### config.mk
export PLATFORM = sky130hd
export DESIGN_NAME = uart_rx
export DESIGN_NICKNAME = d
export VERILOG_FILES = /design/src/rtl/uart_rx.sv
export SDC_FILE = /design/constraint.sdc
export NUM_CORES = 1
export LEC_CHECK = 0
export CAP_MARGIN = 20
export CORE_ASPECT_RATIO = 1.75
export CORE_UTILIZATION = 55
export CTS_BUF_LIST = sky130_fd_sc_hd__clkbuf_4
export CTS_CLUSTER_SIZE = 25
export DETAILED_ROUTE_END_ITERATION = 10
export DONT_BUFFER_PORTS = 1
export PLACE_DENSITY = 0.69
export SLEW_MARGIN = 20
export SYNTH_ARGS = -nofsm -noshare
export SYNTH_HDL_FRONTEND = slang
export SYNTH_SLANG_ARGS = --single-unit
### constraint.sdc
create_clock -name clk -period 1.5 [get_ports clk]
set_input_delay 0.225 -clock clk [delete_from_list [all_inputs] [get_ports clk]]
set_output_delay 0.225 -clock clk [all_outputs]
set_load 0.01 [all_outputs]
### src/rtl/uart_rx.sv
// uart_rx: 8N1 serial receiver for the rs232_tx stream.
// The line is double-flopped, the start bit is confirmed at its midpoint, and
// every later bit is sampled one full bit period after the previous sample.
// out_valid and out_frame_err are one-cycle pulses with no backpressure.
module uart_rx #(
  parameter int clocks_per_bit = 4
) (
  input  logic       clk,
  input  logic       reset,
  input  logic       in_rx,
  output logic [7:0] out_data,
  output logic       out_valid,
  output logic       out_frame_err,
  output logic       out_busy
);

  localparam int cw = $clog2(clocks_per_bit);
  localparam int half = clocks_per_bit / 2;
  localparam logic [cw-1:0] last_cycle = cw'(clocks_per_bit - 1);
  localparam logic [cw-1:0] half_cycle = cw'(half - 1);

  typedef enum logic [2:0] {
    S_IDLE,
    S_START,
    S_DATA,
    S_STOP,
    S_BREAK
  } state_t;

  // state is kept as a named enum so checkers can bind to it directly
  state_t        state;
  logic          sync1;
  logic          sync2;
  logic          rx;
  logic [cw-1:0] cycle_count;
  logic [2:0]    bit_count;
  logic [7:0]    shift;

  assign rx       = sync2;
  assign out_busy = (state != S_IDLE);

  // Two-flop synchronizer; resets to the idle-high line level
  always_ff @(posedge clk) begin
    if (reset) begin
      sync1 <= 1'b1;
      sync2 <= 1'b1;
    end else begin
      sync1 <= in_rx;
      sync2 <= sync1;
    end
  end

  // Frame FSM: start-bit qualification, data shift, stop check and break hold
  always_ff @(posedge clk) begin
    if (reset) begin
      state         <= S_IDLE;
      cycle_count   <= '0;
      bit_count     <= '0;
      shift         <= '0;
      out_data      <= '0;
      out_valid     <= 1'b0;
      out_frame_err <= 1'b0;
    end else begin
      out_valid     <= 1'b0;
      out_frame_err <= 1'b0;
      case (state)
        S_IDLE: begin
          cycle_count <= '0;
          if (!rx) state <= S_START;
        end
        S_START: begin
          cycle_count <= cycle_count + 1'b1;
          if (cycle_count == half_cycle) begin
            if (rx) begin
              // line came back high before mid start bit: treat as a glitch
              state <= S_IDLE;
            end else begin
              state       <= S_DATA;
              cycle_count <= '0;
              bit_count   <= '0;
            end
          end
        end
        S_DATA: begin
          if (cycle_count == last_cycle) begin
            cycle_count <= '0;
            shift       <= {rx, shift[7:1]};
            bit_count   <= bit_count + 3'd1;
            if (bit_count == 3'd7) state <= S_STOP;
          end else begin
            cycle_count <= cycle_count + 1'b1;
          end
        end
        S_STOP: begin
          if (cycle_count == last_cycle) begin
            cycle_count <= '0;
            if (rx) begin
              // leaving at mid stop bit lets a back-to-back start bit be caught
              out_data  <= shift;
              out_valid <= 1'b1;
              state     <= S_IDLE;
            end else begin
              out_frame_err <= 1'b1;
              state         <= S_BREAK;
            end
          end else begin
            cycle_count <= cycle_count + 1'b1;
          end
        end
        S_BREAK: begin
          // a held-low line reports once, then waits for idle
          if (rx) state <= S_IDLE;
        end
        default: state <= S_IDLE;
      endcase
    end
  end

endmodule

**Word level (Yosys, flattened, before mapping)**

Index checks and enable logic that the tools add are counted.

- Flip-flop bits (word level): 28
- Bits in latches: 0
- Memory bits (writable): 0
- Memory bits (read-only): 0
- Bits of input ports: 3
- Output and inout port bits: 11
- Memories kept: 0

- Add/sub/neg operators: 2
- Multiply operators: 0
- Div/mod/pow operators: 0
- Order comparisons: 0
- Eq/ne operators: 14
- Shift-type cells: 0
- Multiplexer cells: 19
- Bitwise gates (word level): 2
- Reductions and logical operators: 10

Operator list:

| cell | number |
|---|---|
| 3-bit two-way mux | 10 |
| 3-bit one-hot mux with 5 select lines | 1 |
| 2-bit inequality test (second input constant) | 7 |
| 2-bit two-way mux | 4 |
| 3-bit by 2-bit equality test with 1-bit output (second input constant) | 2 |
| 3-bit equality test (second input constant) | 2 |
| 2-bit one-hot mux with 3 select lines | 1 |
| 3-bit one-hot mux with 2 select lines | 1 |
| 6-bit AND reduction | 1 |
| 3-bit nonzero test | 2 |
| 4-bit AND reduction | 1 |
| 3-bit by 1-bit adder with 3-bit output (second input constant) | 1 |
| 3-bit by 1-bit equality test with 1-bit output (second input constant) | 1 |
| 3-bit logical NOT | 1 |
| 3-bit AND reduction | 1 |
| 3-bit OR reduction | 1 |
| 2-bit by 1-bit adder with 2-bit output (second input constant) | 1 |
| 2-bit by 1-bit equality test with 1-bit output (second input constant) | 1 |
| 2-bit equality test (second input constant) | 1 |
| 1-bit two-way mux | 2 |
| 1-bit NOT | 2 |
| 2-bit AND reduction | 1 |
| 2-bit nonzero test | 1 |
| 2-bit OR reduction | 1 |

**Logic depth before layout (Yosys ltp)**

- Word-level depth: 4
- Gate-level depth with buffers: 5
- Gate-level depth less buffers: 5

**Worst setup path before layout**

Ideal clock, no wire load.

- Path type: register to register
- Start: register cycle_count[0]
- End: register out_data[0]
- Arrival: 1.326 ns
- Required time: 1.428 ns
- Setup slack: 0.102 ns
- Cell stages (with the launch flop): 5
- Buffers on the path: 0
- Clock period less this slack: 1.398 ns
- Path through: dfxtp_1 ha_1 nand3_2 nor3_4 mux2i_1

- Longest elaborated chain between the ends: 2

RTL lines:

| item | RTL line | RTL |
|---|---|---|
| start: declaration | 35 | `logic [cw-1:0] cycle_count;` |
| start signal: assignment | 72 | `cycle_count <= cycle_count + 1'b1;` |
| start signal: assignment | 91 | `cycle_count <= cycle_count + 1'b1;` |
| start signal: assignment | 107 | `cycle_count <= cycle_count + 1'b1;` |
| 2-bit equality test | 95 | `if (cycle_count == last_cycle) begin` |
| 3-bit AND reduction (no source line) | n/a |  |
| end signal: assignment | 99 | `out_data <= shift;` |
| end: declaration | 11 | `output logic [7:0] out_data,` |

No other way between the ends.
A chain may end at the register's enable or synchronous reset.

**Worst setup path after layout**

- Start: register cycle_count[1]
- End: register cycle_count[1]

- Longest elaborated chain between the ends: 4
- Elaborated cells on any way between the ends: 7
- Classes of those cells: add/sub: 1; eq/ne: 2; mux: 4

RTL lines:

| item | RTL line | RTL |
|---|---|---|
| 2-bit by 1-bit adder with 2-bit output | 72, 91, 107 |  |
| 2-bit two-way mux | 74 | `if (rx) begin` |
| 2-bit two-way mux | 73 | `if (cycle_count == half_cycle) begin` |
| 2-bit one-hot mux with 3 select lines (*) | 66 | `case (state)` |

Mark *: on every way between the ends. The rest lies on a longest branch, timed or not.

==> key figures <==
Placement
  – Port buffer count: 0
  – RePlAce Congestion: between 0.6 and 0.7
  – Dpl hpwl: 1400 µm
  – DP Area: around 1300 µm²

Critical path
  – Worst EP required: 1.68 ns
  – Worst Setup EP: cycle_count[1]
  – Register-to-register setup slack: 0.07 ns
  – Worst Path Max Fanout: 4
  – Critical R2R Launch: cycle_count[1]
  – Crit. Startpoint: cycle_count[1]
  – CP Class: register to register
  – Crit path DAT: 1.62 ns
  – CP Launch Type: register
  – Critical Path End Type: register
  – R2R cell count: 5
  – R2R Path End: cycle_count[1]

Run
  – Max-cap viol count: 0

STA
  – Final min period: approximately 1.4 ns
  – Fmax: 698 MHz
  – Max-slew violations: 0
  – Final Hold Fails: 0
  – Layout Skew: 0.0118 ns
  – Worst-margin pin slew: ~0.64 ns
  – Slew HR: 57.1%
  – Final period utilization: between 90 and 100%
  – Hold_ws: 0.0648 ns
  – Setup Viol. Count Final: 0

Routing
  – WL/cell: 14.6 µm
  – Initial DRC Count: 32
  – Routed via count: roughly 840
  – Drt drc: 0
  – Final wirelength: around 2200 µm
  – Antenna Nets Post-Route: 0
  – DR pass1 iterations: 3
  – Via-to-Cell Ratio: 5.65

Global routing
  – Global-route wire length before repair: 3590 µm
  – GRT Residual Overflow: 0
  – Initial antenna violation count: 0
  – Global Route Usage Sum: 20.1%
  – Largest net degree at the start of global routing: 22
  – Vias in the first global route: roughly 860

Power and ir drop
  – Maximum vdd drop: roughly 0.70 mV
  – Power density over the cells: about 910 nW/µm²
  – Leak: between 0.5 and 0.6 nW

Layout
  – Antenna fix cells: 0
  – Final Instance Area: 1410 µm²
  – # fillers: 175
  – Area growth syn-to-layout: 10.4%
  – Proportion of layout cells with a drive suffix above 1: 20.8%
  – Final Util: 65.5%
  – Layout net count: 135

Logic synthesis
  – Register area share after synthesis: around 44%
  – Yosys warnings: 0
  – Yosys cell types: 31
  – Mapped Area: roughly 1300 µm²
  – Synthesized instance count: roughly 120
  – Post-Syn Nets: about 130
  – Avg Inst Size Synth: 10.4 µm²
  – Synthesis-stage register bit count: 28

CTS
  – CTS tree: yes
  – Total CTS buffers: 3
  – Root buf cell: clkbuf_4
  – Buffer depth of the longest clock path: 2
  – H-tree depth: 1
  – Clk slew on worst S/H paths: 0.14 ns
  – CTS Sinks: 28
  – Clk_lat worst skew: 0.32 ns

Die
  – Die area: 2520 µm²
  – Die width: 38.4 µm
  – Starting Density: around three fifths
  – IO Pins: 14
  – Core Area: 2150 µm²
  – # rows: 22
  – Die Y: 65.7 µm

Min path
  – Hold Crit Class: primary input to register
  – Hold depth: 2

Status
  – Status: completed
Yosys cell counts:
library cell	count	share of area (%)
dfxtp_1	28	44
nand2b_1	19	9.3
mux2i_1	16	13
nor2_1	8	2.4
ha_1	6	5.9
nand2_1	4	1.2
clkbuf_1	3	0.88
inv_1	3	0.88
nor3_1	3	1.2
nor4_1	3	1.5
a21oi_1	2	0.79
a22o_1	2	1.4
buf_2	2	0.79
buf_4	2	1.2
mux2_2	2	1.8
nor2b_1	2	0.98
or2_2	2	0.98
or3_1	2	0.98
a211oi_1	1	0.59
a221oi_1	1	0.69
and3b_1	1	0.69
and4bb_1	1	0.98
and4bb_2	1	0.98
buf_6	1	0.88
inv_2	1	0.29
mux4_1	1	2.1
nand3_2	1	0.79
nor3_4	1	1.3
o22a_1	1	0.69
o22ai_1	1	0.49
o31ai_2	1	0.98
stage by stage:
step	setup TNS (ns)	worst slack, ns	instances	power [W]
after floorplan	0	0.102	122	0.000810
after global placement	0	0.0799	142	0.000800
after detailed placement	0	0.0314	142	0.000801
after CTS	0	0.00971	149	0.00129
after global routing	-0.00853	-0.00853	149	0.00133
final	0	0.0678	149	0.00127
how the worst min path moves through the flow:
| stage | start | to |
|---|---|---|
| 5_1_grt | reset | out_data[4] |
| 4_1_cts | reset | out_data[3] |
| 3_5_place_dp | reset | shift[1] |
| 3_3_place_gp | reset | shift[0] |
| 2_1_floorplan | in_rx | sync1 |
| 6_report | reset | out_data[3] |
cells by family (layout without fill, tap and decap cells):
family	Yosys count	after routing	synth area share, %
AO/OA/AOI/OAI	9	9	5.60
adder cells (fa/ha/maj)	6	6	5.89
buffers and inverters	12	15	4.91
multiplexers	19	19	16.4
flip-flops	28	28	44.0
AND/OR/NAND/NOR	48	48	23.2
where the power goes:
part           switching, W  internal (W)   total, W
clock network      0.000207      0.000270   0.000477
logic             0.0000164     0.0000246  0.0000410
registers        0.00000795      0.000747   0.000755
cells in the final DEF, fill, tap and decap left out:
cell	count
a211oi_1	1
a21oi_1	2
a221oi_2	1
a22o_1	2
and3b_1	1
and4bb_1	1
and4bb_4	1
buf_12	1
buf_4	4
bufinv_16	1
clkbuf_4	3
dfxtp_1	24
dfxtp_2	3
dfxtp_4	1
dlygate4sd3_1	2
ha_1	4
ha_2	2
inv_1	3
inv_2	1
mux2_2	2
mux2i_1	16
mux4_1	1
nand2_1	4
nand2b_1	19
nand3_2	1
nor2_1	8
nor2b_1	2
nor3_1	3
nor3_4	1
nor4_1	3
o22a_1	1
o22ai_1	1
o31ai_2	1
or2_2	2
or3_1	1
or3_4	1
state kept, by name, summed over array words and instances (netlist names):
name	count
bit_count	3
cycle_count	2
out_data	8
out_frame_err	1
out_valid	1
rx	1
shift	8
state	3
sync1	1
metal layers:
layer | GRT usage (%) | part of all wire [%] | vias up
met5 | 0 | 0 | -
met4 | 10.3 | 1.1 | 0
met3 | 3.04 | 1.1 | 2
met2 | 38.6 | 57 | 5
met1 | 18.8 | 41 | 410
li1 | - | - | 425
repair_timing:
action                                  in CTS  in global routing
hold endpoints to repair                    17                  0
pin swaps                                    0                  2
endpoints found under the setup margin       2                 16
hold buffers                                 2                  0
setup buffers                                1                  0
resized for setup                            4                  6
worst max-delay path, stage by stage, from the launching register on:
cell and delay [ns]:
dfxtp_2 0.36, inv_1 0.09, ha_2 0.20, mux2_2 0.35, a221oi_2 0.23, a211oi_1 0.06
final cells by class:
type                    instances  area [µm²]  area share (%)
clock buffers                   3        22.5            1.60
clock inverters                 1        30.0            2.14
inverters                       4        15.0            1.07
multi-input cells              82         671            47.7
flip-flops and latches         28         568            40.4
well taps                      24        30.0            2.14
repair buffers                  7        70.1            4.98
Note: power is estimated with default switching activity, not from simulation.
